File: src/rtl/servo_pkg.sv
// Shared definitions for the servo command scheduler: FSM encoding,
// default angle ceiling and the millisecond tick prescale.
package servo_pkg;

  localparam logic [1:0] ST_IDLE   = 2'd0;
  localparam logic [1:0] ST_SETTLE = 2'd1;
  localparam logic [1:0] ST_HOLD   = 2'd2;

  typedef enum logic [1:0] {
    IDLE   = ST_IDLE,
    SETTLE = ST_SETTLE,
    HOLD   = ST_HOLD
  } state_t;

  localparam logic [7:0] MAX_ANGLE_DEF = 8'd180;

  // Clock cycles per millisecond; never below one so the timer always advances.
  function automatic logic [23:0] ms_prescale(input logic [23:0] clk_fre);
    return (clk_fre < 24'd1000) ? 24'd1 : clk_fre / 24'd1000;
  endfunction

endpackage

File: src/rtl/servo_ms_timer.sv
// Millisecond interval timer: load a target in ms, expire flags the final
// cycle of the interval; expire_nxt is what expire will be after this edge.
module servo_ms_timer
  import servo_pkg::*;
#(
  parameter logic [23:0] CLK_FRE = 24'd12_000_000
) (
  input  logic        clk,
  input  logic        rst,
  input  logic        load,
  input  logic [15:0] target,
  output logic        expire,
  output logic        expire_nxt
);

  localparam logic [23:0] TICKS = ms_prescale(CLK_FRE);

  logic [23:0] presc;
  logic [23:0] presc_nxt;
  logic [15:0] ms_cnt;
  logic [15:0] ms_nxt;
  logic [15:0] target_q;

  // A zero target still occupies one cycle; otherwise the interval ends on
  // the last prescaler count of the last millisecond.
  always_comb begin
    presc_nxt = presc + 24'd1;
    ms_nxt    = ms_cnt;
    if (presc == TICKS - 24'd1) begin
      presc_nxt = '0;
      ms_nxt    = ms_cnt + 16'd1;
    end
    expire_nxt = (ms_nxt == target_q - 16'd1) && (presc_nxt == TICKS - 24'd1);
    if (load) begin
      expire_nxt = (target == 16'd0) || ((target == 16'd1) && (TICKS == 24'd1));
    end
  end

  always_ff @(posedge clk) begin
    if (rst) begin
      presc    <= '0;
      ms_cnt   <= '0;
      target_q <= '0;
      expire   <= 1'b0;
    end else if (load) begin
      presc    <= '0;
      ms_cnt   <= '0;
      target_q <= target;
      expire   <= expire_nxt;
    end else begin
      presc    <= presc_nxt;
      ms_cnt   <= ms_nxt;
      expire   <= expire_nxt;
    end
  end

endmodule

File: src/rtl/servo_cmd_sched.sv
// Round-robin scheduler sharing one pwm_servo between two command ports;
// holds the grant through slew settle time plus a fixed dwell.
module servo_cmd_sched
  import servo_pkg::*;
#(
  parameter logic [23:0] CLK_FRE    = 24'd12_000_000,
  parameter logic [7:0]  MS_PER_DEG = 8'd10,
  parameter logic [15:0] HOLD_MS    = 16'd100,
  parameter logic [7:0]  MAX_ANGLE  = MAX_ANGLE_DEF
) (
  input  logic       clk,
  input  logic       rst,
  input  logic       req0_valid,
  input  logic [7:0] req0_angle,
  output logic       req0_ready,
  input  logic       req1_valid,
  input  logic [7:0] req1_angle,
  output logic       req1_ready,
  output logic [7:0] cfg,
  output logic       busy,
  output logic       done,
  output logic       owner
);

  state_t      state;
  state_t      state_nxt;
  logic        last_grant;
  logic        grant;
  logic        accept;
  logic        load;
  logic        expire;
  logic        expire_nxt;
  logic [7:0]  angle_sel;
  logic [7:0]  angle_clamped;
  logic [15:0] settle_ms;
  logic [15:0] tmr_target;

  function automatic logic [7:0] clamp_angle(input logic [7:0] a);
    return (a > MAX_ANGLE) ? MAX_ANGLE : a;
  endfunction

  function automatic logic [7:0] abs_diff(input logic [7:0] a, input logic [7:0] b);
    return (a >= b) ? a - b : b - a;
  endfunction

  // owner and last_grant always carry the same value, so one register serves both.
  assign owner = last_grant;
  assign busy  = (state != IDLE);

  // With no contention the grant points at whoever would win a tie.
  always_comb begin
    if (req0_valid && req1_valid) grant = ~last_grant;
    else if (req0_valid)          grant = 1'b0;
    else if (req1_valid)          grant = 1'b1;
    else                          grant = ~last_grant;
  end

  assign req0_ready    = (state == IDLE) && !grant;
  assign req1_ready    = (state == IDLE) && grant;
  assign accept        = (req0_valid && req0_ready) || (req1_valid && req1_ready);
  assign angle_sel     = grant ? req1_angle : req0_angle;
  assign angle_clamped = clamp_angle(angle_sel);
  assign settle_ms     = 16'(abs_diff(angle_clamped, cfg)) * 16'(MS_PER_DEG);

  // One timer serves both phases: reloaded at accept and at SETTLE->HOLD.
  assign load       = accept || ((state == SETTLE) && expire);
  assign tmr_target = accept ? settle_ms : HOLD_MS;

  servo_ms_timer #(
    .CLK_FRE (CLK_FRE)
  ) u_timer (
    .clk        (clk),
    .rst        (rst),
    .load       (load),
    .target     (tmr_target),
    .expire     (expire),
    .expire_nxt (expire_nxt)
  );

  always_comb begin
    state_nxt = state;
    case (state)
      IDLE:    if (accept) state_nxt = SETTLE;
      SETTLE:  if (expire) state_nxt = HOLD;
      HOLD:    if (expire) state_nxt = IDLE;
      default: state_nxt = IDLE;
    endcase
  end

  // done is registered so it lines up exactly with the final HOLD cycle.
  always_ff @(posedge clk) begin
    if (rst) begin
      state      <= IDLE;
      cfg        <= '0;
      done       <= 1'b0;
      last_grant <= 1'b1;
    end else begin
      state <= state_nxt;
      done  <= (state_nxt == HOLD) && expire_nxt;
      if (accept) begin
        cfg        <= angle_clamped;
        last_grant <= grant;
      end
    end
  end

endmodule
File: config.mk
export PLATFORM = sky130hd
export DESIGN_NAME = servo_cmd_sched
export DESIGN_NICKNAME = d
export VERILOG_FILES = /design/src/rtl/servo_pkg.sv /design/src/rtl/servo_ms_timer.sv /design/src/rtl/servo_cmd_sched.sv
export SDC_FILE = /design/constraint.sdc
export NUM_CORES = 1
export LEC_CHECK = 0
export ABC_AREA = 1
export CAP_MARGIN = 20
export CORE_ASPECT_RATIO = 1.25
export CORE_UTILIZATION = 55
export CTS_CLUSTER_SIZE = 20
export DETAILED_ROUTE_END_ITERATION = 10
export GPL_ROUTABILITY_DRIVEN = 0
export HOLD_SLACK_MARGIN = 0.02
export PLACE_DENSITY = 0.77
export SLEW_MARGIN = 10
export SYNTH_ARGS = -nofsm -noshare
export SYNTH_HDL_FRONTEND = slang
export SYNTH_HIERARCHICAL = 1
export SYNTH_SLANG_ARGS = --single-unit
File: constraint.sdc
create_clock -name clk -period 6.69 [get_ports clk]
set_input_delay 2.007 -clock clk [delete_from_list [all_inputs] [get_ports clk]]
set_output_delay 2.007 -clock clk [all_outputs]
set_load 0.05 [all_outputs]
# Word level (Yosys, flattened, before mapping)
# Cells that the tools add are included.
# classes
n_addsub	5
mul	1
magnitude_cmp	2
n_eq_ne	6
muxes	14
n_bitwise	1
reduce_logical	15
# ops
op	n
$eq 24x14->1 const B	2
$add 24x1->24 const B	1
$mux 24	1
$mux 8	3
$add 16x1->16 const B	1
$eq 16x16->1	1
$logic_not 16->1	1
$mux 16	1
$sub 16x1->16 const B	1
$sub 8x8->8	2
$mux 12	1
$mul 8x3->11 const B	1
$ge 8x8->1	1
$gt 8x8->1 const B	1
$logic_and 1x1->1	8
$mux 2	3
$pmux 2 s3	1
$eq 2x2->1 const B	2
$mux 1	4
$eq 2x1->1 const B	1
$logic_not 2->1	1
$logic_or 1x1->1	2
$reduce_bool 2->1	1
$reduce_or 2->1	1
other kinds (2)	2
# word_totals
regBits	69
inputBits	20
output_inout_bits	13
wordCells	52

# Logic depth before layout (Yosys ltp)
# Gate-level depths: netlist of run 1.
# logic_depth
word_depth	14
ltp_mapped	43
ltp_nobuf	42

# Hierarchy
# The synthesis of run 1 kept the hierarchy.
# by_module_without_submodules
mod	instances	cells_per_inst	area_each_um2	seq_area_each_um2
servo_ms_timer	1	651	3792.4	1141.1
servo_cmd_sched	1	320	1911.8	240.2

# Worst setup path after synthesis of run 1
# OpenSTA, ideal clock, no wires.
# synth_timing
kind	input port to flip-flop
startpoint	in req0_valid
endpoint	reg done
setup_ns	0.064
arrival_ns	6.598
t_required_ns	6.626
path_slack_ns	0.028
cell_stages	41
path_buffers	0
cell_sequence	nand2_1 -> nand2_4 -> nand2_4 -> nand2_1 -> nand2_1 -> nor2_1 -> nand3_1 -> nand2_1 -> nand2_2 -> nand2_2 -> ha_1 -> inv_1 -> fa_1 -> nand3_1 -> nand2_2 -> o21ai_2 -> nand2_2 -> inv_2 -> [... 5 more ...] -> ha_1 -> inv_1 -> fa_1 -> o21ai_0 -> nand2_1 -> inv_1 -> nor2_1 -> o21bai_1 -> nand3_1 -> nand2_1 -> nor2_1 -> nor4_1 -> nand2_1 -> nor4_1 -> nand3_1 -> nand2_1 -> nand2_1 -> nor2_1
# synth_between
elab_chain_cells	12
word_cells_on_any_way	25
cone_classes	add/sub: 2; mul: 1; order compare: 2; eq/ne: 1; mux: 9; reduce/logical: 10
# synth_lines
element	line	text
from (decl)	servo_cmd_sched.sv:13	input logic req0_valid,
$mux 1 or $logic_and 1x1->1 (tied branches)	servo_cmd_sched.sv:53, servo_cmd_sched.sv:52	
$mux 1	servo_cmd_sched.sv:52	if (req0_valid && req1_valid) grant = ~last_grant;
$mux 8	servo_cmd_sched.sv:61	assign angle_sel = grant ? req1_angle : req0_angle;
$gt 8x8->1	servo_cmd_sched.sv:39	return (a > MAX_ANGLE) ? MAX_ANGLE : a;
$mux 8	servo_cmd_sched.sv:39	
$sub 8x8->8 or $ge 8x8->1 (tied branches)	servo_cmd_sched.sv:43	return (a >= b) ? a - b : b - a;
$mux 8	servo_cmd_sched.sv:43	
$mul 8x3->11	servo_cmd_sched.sv:63	assign settle_ms = 16'(abs_diff(angle_clamped, cfg)) * 16'(MS_PER_DEG);
$mux 12 (*)	servo_cmd_sched.sv:67	assign tmr_target = accept ? settle_ms : HOLD_MS;
via tmr_target[10]	servo_cmd_sched.sv:36	logic [15:0] tmr_target;
$logic_not 16->1 (*)	servo_ms_timer.sv:35	expire_nxt = (target == 16'd0) || ((target == 16'd1) && (TICKS == 24'd1));
$mux 1 (*)	servo_ms_timer.sv:34	if (load) begin
via expire_nxt	servo_cmd_sched.sv:32	logic expire_nxt;
$logic_and 1x1->1 (*)	servo_cmd_sched.sv:99	done <= (state_nxt == HOLD) && expire_nxt;
to (signal assigned)	servo_cmd_sched.sv:99	
to (decl)	servo_cmd_sched.sv:21	output logic done,
# The timed path passes the listed nets; every way through them passes the cells marked *.
# A chain may end at the register's enable or synchronous reset.

# Worst setup path after layout of run 1
# Same ends and word-level chain as after synthesis.

==> results of run 1 <==
[worst max-delay path by stage]
stage	from	endpoint	slack (ps)	cells after the start
global placement	req0_valid	done	-620	42
floorplan	req0_valid	done	30	41
global route	req0_valid	done	-310	42
detailed placement	req0_valid	done	-750	42
finish	req0_valid	done	120	42
CTS	req0_valid	done	10	42
[worst max-delay path: cells and delay by family]
family	cells	cell delay [ps]
and+or+nand+nor	25	2300
AOI/OAI and AO/OA	3	440
xor gates and xnor gates	1	130
buffers and inverters	8	650
adders and majority gates	5	1310
[sequential cells by signal, indices dropped and copies added (netlist names)]
signal	cells
u_timer/ms_cnt	16
done	1
u_timer/target_q	16
u_timer/presc	24
cfg	8
state	2
u_timer/expire	1
owner	1
[cells in the mapped netlist]
cell type / instances / area share (%)
a21boi_0: 2 / 0.26
a21o_1: 2 / 0.26
a21oi_1: 38 / 3.3
a21oi_2: 4 / 0.61
buf_4: 3 / 0.39
buf_6: 2 / 0.39
clkbuf_1: 8 / 0.53
clkinv_1: 1 / 0.066
conb_1: 1 / 0.066
dfxtp_1: 69 / 24
fa_1: 3 / 1.1
ha_1: 28 / 6.1
inv_1: 136 / 8.9
inv_2: 10 / 0.66
nand2_1: 279 / 18
nand2_2: 22 / 2.4
nand2_4: 2 / 0.39
nand3_1: 74 / 6.5
nand3_2: 2 / 0.35
nand3b_1: 6 / 0.79
nand4_1: 15 / 1.6
nor2_1: 159 / 10
nor2_2: 12 / 1.3
nor2_4: 1 / 0.20
nor3_1: 7 / 0.61
nor3_2: 1 / 0.18
nor4_1: 4 / 0.44
o211ai_1: 2 / 0.26
o21a_1: 1 / 0.13
o21ai_0: 38 / 3.3
o21ai_1: 3 / 0.26
o21ai_2: 2 / 0.31
o21bai_1: 3 / 0.39
o221ai_1: 2 / 0.31
or2_2: 1 / 0.11
xnor2_1: 7 / 1.1
xor2_1: 21 / 3.2
[layer usage]
metal | share of wire, % | track usage, %
met5 | 0 | 0
met3 | 2.9 | 4.00
met2 | 53 | 54.3
met1 | 41 | 30.1
met4 | 3.9 | 12.7
[power by group]
| part | total, mW | internal [mW] | switching (mW) | leakage [nW] |
|---|---|---|---|---|
| logic | 1.36 | 0.644 | 0.716 | 2.91 |
| registers | 0.469 | 0.441 | 0.0285 | 0.563 |
| clock network | 0.479 | 0.307 | 0.172 | 0.143 |
| total | 2.31 | 1.39 | 0.916 | 3.62 |
[cell families (layout without fill, tap and decap cells)]
kind of cell,count (synthesis),after routing,share of synthesized area [%]
buf+inv,160,277,11.0
xor+xnor,28,28,4.30
flops,69,69,24.2
compound gates,97,97,9.48
other cells,1,10,0.0657
fa+ha+maj,31,31,7.19
simple gates,585,587,43.8
[metrics by stage]
step	area, µm²	power, mW
after global routing	7410	2.50
after CTS	7050	2.21
after detailed placement	6690	1.66
final	7410	2.31
after floorplan	5730	1.19
after global placement	6690	1.64
[what timing repair did]
action | in CTS | in global routing
gates cloned | 0 | 2
pin swaps | 9 | 52
endpoints found under the hold margin | 0 | 0
setup buffers | 1 | 9
gates resized for setup | 17 | 79
setup endpoints to repair | 2 | 3
[cell type report]
| class | count | area [µm²] |
|---|---|---|
| timing repair buffer | 115 | 990 |
| sequential | 69 | 1380 |
| antenna | 1 | 2.50 |
| tap | 129 | 161 |
| clock buffer | 14 | 264 |
| multi-input combinational | 752 | 4030 |
| fill | 810 | 2690 |
| inverter | 147 | 557 |
| clock inverter | 1 | 30.0 |
[cell usage in the layout (no fill, tap or decap), types with 3 or more instances in the layout]
cell type,instances
clkbuf_1,3
xor2_1,21
nand3_2,7
nand2_2,29
a21oi_1,35
nor3_1,6
nand2_1,265
conb_1,9
buf_4,80
clkdlybuf4s50_1,16
ha_4,6
nand3_1,68
nor2_2,13
nor2_4,3
clkbuf_16,9
o21ai_0,35
nand3b_1,6
o21ai_2,5
nor2_1,156
dfxtp_1,69
nand2_4,8
ha_1,21
inv_2,13
o21ai_1,3
a21oi_2,7
dlymetal6s2s_1,14
nand4_1,15
xnor2_1,7
inv_1,131
buf_6,3
o21bai_1,3
nand2_8,3
==> flow_metrics.tcl, run 1 <==
set metrics [dict create \
    leakagePower_nw 3.62 \
    vdd_drop_max_v 0.000268 \
    finClkSkew_ps 5.31 \
    critPathArrivalTime_ps 6830 \
    final_util_pct 73.4 \
    dp_slack_ps -751 \
    cts_hold_buf 0 \
    cp_slowest_stage_delay_ps 370 \
    detailed_place_hpwl_um 11200 \
    clock-root-buffer "clkbuf_16" \
    ant_nets 0 \
    dieArea_um2 10800 \
    drc_errors 0 \
    rsz0062_at_grt "yes" \
    globalRouteOverflowTotal 0 \
    fin_setup_tns_ps 0 \
    tightest_slew_ps 1070 \
    status "finished, final reports clean" \
    r2r-end "done" \
    required_ps 6950 \
    cts_max_level 3 \
    fp.dieW_um 93.1 \
    hold_depth 1 \
    grt_util_all_layers_pct 28.2 \
    grt_antenna_before_repair 1 \
    syn_area_per_cell_um2 5.87 \
    synth-seq-cells 69 \
    core_area_um2 10100 \
    yosysWarnings 6 \
    wire_per_inst_um 13.1 \
    setup_viol 0 \
    min_period_over_period_pct 98.2 \
    hold_path_class "register to register" \
    grt_max_degree 32 \
    min_to "u_timer/presc[0]" \
    worst_r2r_path_depth 41 \
    syn_area_um2 5700 \
    crit_type "primary input to register" \
    r2r_slack_ps 1380 \
    cap_viol_max_count 0 \
    crit_fanout 6 \
    fmax_ghz 0.152 \
    start_util_pct 56.4 \
    yosysUniqueCellTypes 37 \
    io_buffer_count 32 \
    dp_cells 1200 \
    area_growth_pct 30.0 \
    synthCells 971 \
    core.rowCount 41 \
    yosysSeqAreaShare_pct 24.2 \
    finalNonFillerCells 1228 \
    drt_iter0_markers 315 \
    crit_path_end_kind "register" \
    clockBufferDepth 2 \
    grt_pass1_wl_um 24400 \
    hp-start "u_timer/presc[0]" \
    cts_made_buffers 9 \
    routed_wl_um 16100 \
    cts_tree "yes" \
    critPathLaunchType "primary input" \
    drive_gt1_share_pct 18.4 \
    io_pins 33 \
    layout.nets 1145 \
    cts.sinks 69 \
    r2r_start "owner" \
    dieHeight_um 116 \
    whs_ps 481 \
    finalWorstSetupSlack_ps 119 \
    route.vias.total 6357 \
    clk_pin_slew_worst_paths_ps 50 \
    first_pass_iters 4 \
    power.density_nw_per_um2 311 \
    viasPerCell 5.18 \
    grt_pass1_vias 5782 \
    hold_viol_final 0 \
    slowest_stage "fa_2" \
    slew_headroom_pct 28.9 \
    timing.critical_path.mode_cell "nand2_2" \
    clk_latency_ps 330 \
    maxSlewViolCount 0 \
    period_needed_ps 6570 \
]
Power figures use the tool's default switching activity.
==> inputs of run 2 (changes only) <==
Settings changed: CORE_MARGIN set to 1.5, SETUP_SLACK_MARGIN set to 0.02.
==> run 2 against run 1 <==
The flow now finishes with violations (negative setup slack). Combinational power increased by 4%. Sequential share of layout area stayed put. Via count is 0.60% higher. Power rose by 0.48%. First-iteration DRC count increased by 1.3%. Critical path type unchanged. Critical endpoint unchanged. Largest cell class unchanged. Highest routed layer unchanged.
==> flow_metrics.tcl, run 2 (synthesized netlist as in run 1, its figures left out) <==
set metrics [dict create \
    cp_num_buf_inv 8 \
    drt_iter0_markers 319 \
    cts_tree "yes" \
    maxSlewViolCount 0 \
    dieArea_um2 11000 \
    detailed_place_hpwl_um 11100 \
    globalRouteOverflowTotal 0 \
    dp_slack_ps -789 \
    layout.nets 1148 \
    rsz0062_at_grt "yes" \
    sw_frac_of_total_pct 40.6 \
    setup_viol 1 \
    fp.dieW_um 94.1 \
    cts_hold_buf 0 \
    grt_pass1_wl_um 23700 \
    period_needed_ps 6720 \
    slew_headroom_pct 48.6 \
    area_growth_pct 30.0 \
    whs_ps 488 \
    crit_type "primary input to register" \
    grt_max_degree 32 \
    critPathArrivalTime_ps 6990 \
    top_register "u_timer/presc" \
    largest_reg_flops 24 \
    io_pins 33 \
    fmax_ghz 0.149 \
    core.rowCount 41 \
    clk_latency_ps 330 \
    routed_wl_um 15400 \
    cap_viol_max_count 0 \
    critPathLaunchType "primary input" \
    finalWorstSetupSlack_ps -32.3 \
    grt_pass1_vias 5747 \
    first_pass_iters 4 \
    hold_viol_final 0 \
    start_util_pct 56.4 \
    io_buffer_count 32 \
    cts_max_level 3 \
    min_period_over_period_pct 100 \
    fillCellCount 808 \
    cp_slowest_stage_delay_ps 370 \
    timing.critical_path.mode_cell "nand2_1" \
    viasPerCell 5.19 \
    final_common_cell "nand2_1" \
    grt_antenna_before_repair 0 \
    intPower_mw 1.38 \
    seqPwrFrac_pct 20.2 \
    tightest_slew_ps 766 \
    violations "negative setup slack" \
    slowest_stage "fa_2" \
    seq_area_um2 1380 \
    clockBufferDepth 2 \
    crit_path_end_kind "register" \
    power.share.combinational_pct 60.6 \
    cp_top_family "simple AND/OR/NAND/NOR gates" \
    status "finished, violations left" \
    drc_errors 0 \
    grt_util_all_layers_pct 26.9 \
    core_area_um2 10100 \
    clk_pin_slew_worst_paths_ps 60 \
    clock-root-buffer "clkbuf_16" \
    netSwitchingPower_mw 0.943 \
    drive_gt1_share_pct 19.1 \
    cp.depth 42 \
    hold_path_class "register to register" \
    route.vias.total 6395 \
    dieHeight_um 117 \
    p_total_mw 2.32 \
    most-common-layout-cells "nand2_1 (265), nor2_1 (154), inv_1 (130), buf_4 (84), dfxtp_1 (69)" \
    wire_per_inst_um 12.5 \
    worst_r2r_path_depth 42 \
    cts_made_buffers 9 \
    reg.largest.list "u_timer/presc x24, u_timer/ms_cnt x16, u_timer/target_q x16" \
    ant_nets 0 \
    required_ps 6950 \
    hold_depth 1 \
    diodes 0 \
    p_clk_share_pct 19.2 \
    power.density_nw_per_um2 313 \
    cts.sinks 69 \
    finClkSkew_ps 5.35 \
    multi_input_area_um2 4000 \
    leakagePower_nw 3.65 \
    vdd_drop_max_v 0.000242 \
    crit_fanout 8 \
]
-- run 2: cell types whose count changed in the layout (fill, tap and decap cells not counted), sizes merged --
cell,change
clkinv,+3
bufinv,-1
clkinvlp,+1
clkdlybuf4s50,-2
dlymetal6s2s,+2
diode,-1
clkbuf,-2
buf,+3
-- run 2: worst paths after layout --
| kind | start | endpoint | slack [ps] |
|---|---|---|---|
| worst max-delay path | req1_valid | done | -30 |
| worst min-delay path | u_timer/presc[0] | u_timer/presc[0] | 490 |
| worst max register to register | owner | done | 1190 |
| worst min register to register | u_timer/presc[0] | u_timer/presc[0] | 490 |
-- run 2: layout make-up --
| class | count | share of cell area [%] |
|---|---|---|
| multi-input cells | 752 | 54.0 |
| flip-flops and latches | 69 | 18.6 |
| repair buffers | 118 | 13.9 |
| inverters | 147 | 7.54 |
| clock buffers | 12 | 3.46 |
| well taps | 129 | 2.18 |
| clock inverters | 4 | 0.304 |
-- run 2: layer usage --
layer  part of all wire [%]  wire (µm)  GRT usage, %
met1                     41       6280          27.9
met2                     52       8040          52.4
met3                    3.1        483          4.46
met4                    3.7        562          12.7
met5                      0          0             0
-- run 2: timing repair --
action                                  CTS  global route
buffers inserted                          2            10
resized for setup                        14            84
endpoints found under the setup margin    2             2
pin swaps                                 8            52
gates cloned                              0             2
-- run 2: metrics by stage --
step	cells	utilization, %	setup TNS [ps]	cell area, µm²
after floorplan	979	-	0	5730
after global placement	1200	66.2	-1390	6690
after detailed placement	1200	66.2	-1930	6690
after CTS	1218	69.5	0	7020
after global routing	1231	73.4	-606	7410
final	1231	73.4	-32.3	7410
-- run 2: power by group through the flow --
stage / sequential, mW / clock, mW / combinational [mW]
after floorplan: 0.492 / 0 / 0.694
after global placement: 0.475 / 0 / 1.17
after global routing: 0.473 / 0.471 / 1.55
after detailed placement: 0.476 / 0 / 1.19
final: 0.469 / 0.444 / 1.41
after CTS: 0.468 / 0.451 / 1.25
==> inputs of run 3 (changes only) <==
Settings changed: CORE_UTILIZATION 55 to 40, PLACE_DENSITY 0.77 to 0.59, SLEW_MARGIN 10 to 20.
==> run 3 against run 2 <==
The run now ends clean. Sequential share of layout area hardly changed. Core utilization is 20 points lower. Via count is 5.4% lower. Final cell count is 3.7% higher. Wire length is 2.3% lower. Critical path type unchanged. Highest routed layer unchanged.
==> flow_metrics.tcl, run 3 (synthesized netlist as in run 1, its figures left out) <==
set metrics [dict create \
    dieHeight_um 137 \
    cts.sinks 69 \
    detailed_place_hpwl_um 11800 \
    power.density_nw_per_um2 316 \
    vdd_drop_max_v 0.000162 \
    status "finished, final reports clean" \
    io_pins 33 \
    grt_antenna_before_repair 0 \
    finalWorstSetupSlack_ps 258 \
    seqPwrFrac_pct 20.0 \
    intPower_mw 1.43 \
    maxSlewViolCount 0 \
    grt_pass1_vias 5623 \
    cts_made_buffers 9 \
    slowest_stage "clkdlybuf4s50_1" \
    finClkSkew_ps 6.92 \
    period_needed_ps 6430 \
    critPathArrivalTime_ps 6710 \
    grt.busiest_layer "met2" \
    power.share.combinational_pct 59.4 \
    grt_util_all_layers_pct 20.9 \
    grt_use_met1_pct 23.4 \
    fillCellCount 1439 \
    wire_per_inst_um 11.8 \
    cts_max_level 3 \
    most-common-layout-cells "nand2_1 (270), nor2_1 (156), inv_1 (132), buf_4 (83), nand3_1 (71)" \
    rsz0062_at_grt "yes" \
    netSwitchingPower_mw 0.913 \
    clock-root-buffer "clkbuf_16" \
    core.rowCount 48 \
    hold_depth 1 \
    worst_r2r_path_depth 41 \
    final_common_cell "nand2_1" \
    dp_slack_ps -807 \
    dieArea_um2 15000 \
    final_util_pct 53.3 \
    globalRouteOverflowTotal 0 \
    viasPerCell 4.74 \
    core_area_um2 13900 \
    clk_pin_slew_worst_paths_ps 60 \
    setup_viol 0 \
    io_buffer_count 32 \
    first_pass_iters 4 \
    p_clk_share_pct 20.6 \
    slew_headroom_pct 53.6 \
    grt_pass1_wl_um 24700 \
    fmax_ghz 0.155 \
    layout.nets 1147 \
    diodes 0 \
    required_ps 6970 \
    crit_type "primary input to register" \
    routed_wl_um 15000 \
    clockBufferDepth 2 \
    grt_max_degree 32 \
    crit_path_end_kind "register" \
    reg.largest.list "u_timer/presc x24, u_timer/ms_cnt x16, u_timer/target_q x16" \
    route.vias.total 6048 \
    ant_nets 0 \
    grt_util_met3_pct 3.24 \
    min_period_over_period_pct 96.1 \
    clk_latency_ps 340 \
    hold_path_class "register to register" \
    critPathLaunchType "primary input" \
    cp_slowest_stage_delay_ps 460 \
    timing.critical_path.mode_cell "nand2_1" \
    drc_errors 0 \
    fp.dieW_um 110 \
    top_register "u_timer/presc" \
    dp_cells 1251 \
    grtUsageMet2_pct 39.6 \
    finalNonFillerCells 1276 \
    largest_reg_flops 24 \
    leakagePower_nw 3.50 \
    drive_gt1_share_pct 18.3 \
    hold_viol_final 0 \
    drt_iter0_markers 240 \
    area_growth_pct 29.7 \
    cts_tree "yes" \
    cts_hold_buf 0 \
    tightest_slew_ps 696 \
    crit_fanout 6 \
    sw_frac_of_total_pct 39.0 \
    p_total_mw 2.34 \
    cap_viol_max_count 0 \
    start_util_pct 41.1 \
]
[run 3: power groups by stage]
stage	registers, mW	logic (mW)	clock network (mW)
after floorplan	0.492	0.694	0
after global placement	0.476	1.20	0
after detailed placement	0.476	1.20	0
after CTS	0.468	1.27	0.494
after global routing	0.473	1.56	0.507
final	0.468	1.39	0.482
[run 3: critical path, delay by kind of cell]
kind,cells,cell delay (ps)
adders and majority gates,5,1270
buffers and inverters,7,770
AOI/OAI and AO/OA,3,450
and+or+nand+nor,24,2040
xor gates and xnor gates,1,140
[run 3: metal layers]
layer | wire length [µm] | part of all wire (%)
met1 | 6510 | 43
met3 | 224 | 1.5
met5 | 0 | 0
met2 | 8120 | 54
met4 | 156 | 1.0
[run 3: final timing paths]
path | startpoint | endpoint | slack, ps
min reg2reg | u_timer/presc[0] | u_timer/presc[0] | 480
max reg2reg | owner | done | 1700
min | u_timer/presc[0] | u_timer/presc[0] | 480
max | req0_angle[6] | done | 260
[run 3: final cells by class]
| class | instances | area (µm²) | area share [%] |
|---|---|---|---|
| well taps | 175 | 219 | 2.96 |
| clock buffers | 12 | 246 | 3.33 |
| flip-flops and latches | 69 | 1380 | 18.7 |
| multi-input cells | 751 | 3980 | 53.7 |
| clock inverters | 4 | 47.5 | 0.642 |
| repair buffers | 118 | 976 | 13.2 |
| inverters | 147 | 554 | 7.49 |
[run 3: timing repair]
action,in CTS,in global routing
pin swaps,7,15
resized for setup,14,53
buffers inserted,2,5
cloned,0,1
setup endpoints to repair,2,3
[run 3: per-stage QoR]
step	TNS [ps]	cell area, µm²	hold slack (ps)
floorplan	0	5730	441
global placement	-1920	6780	465
detailed placement	-2210	6780	478
CTS	0	7130	492
global route	-253	7400	510
finish	0	7400	481
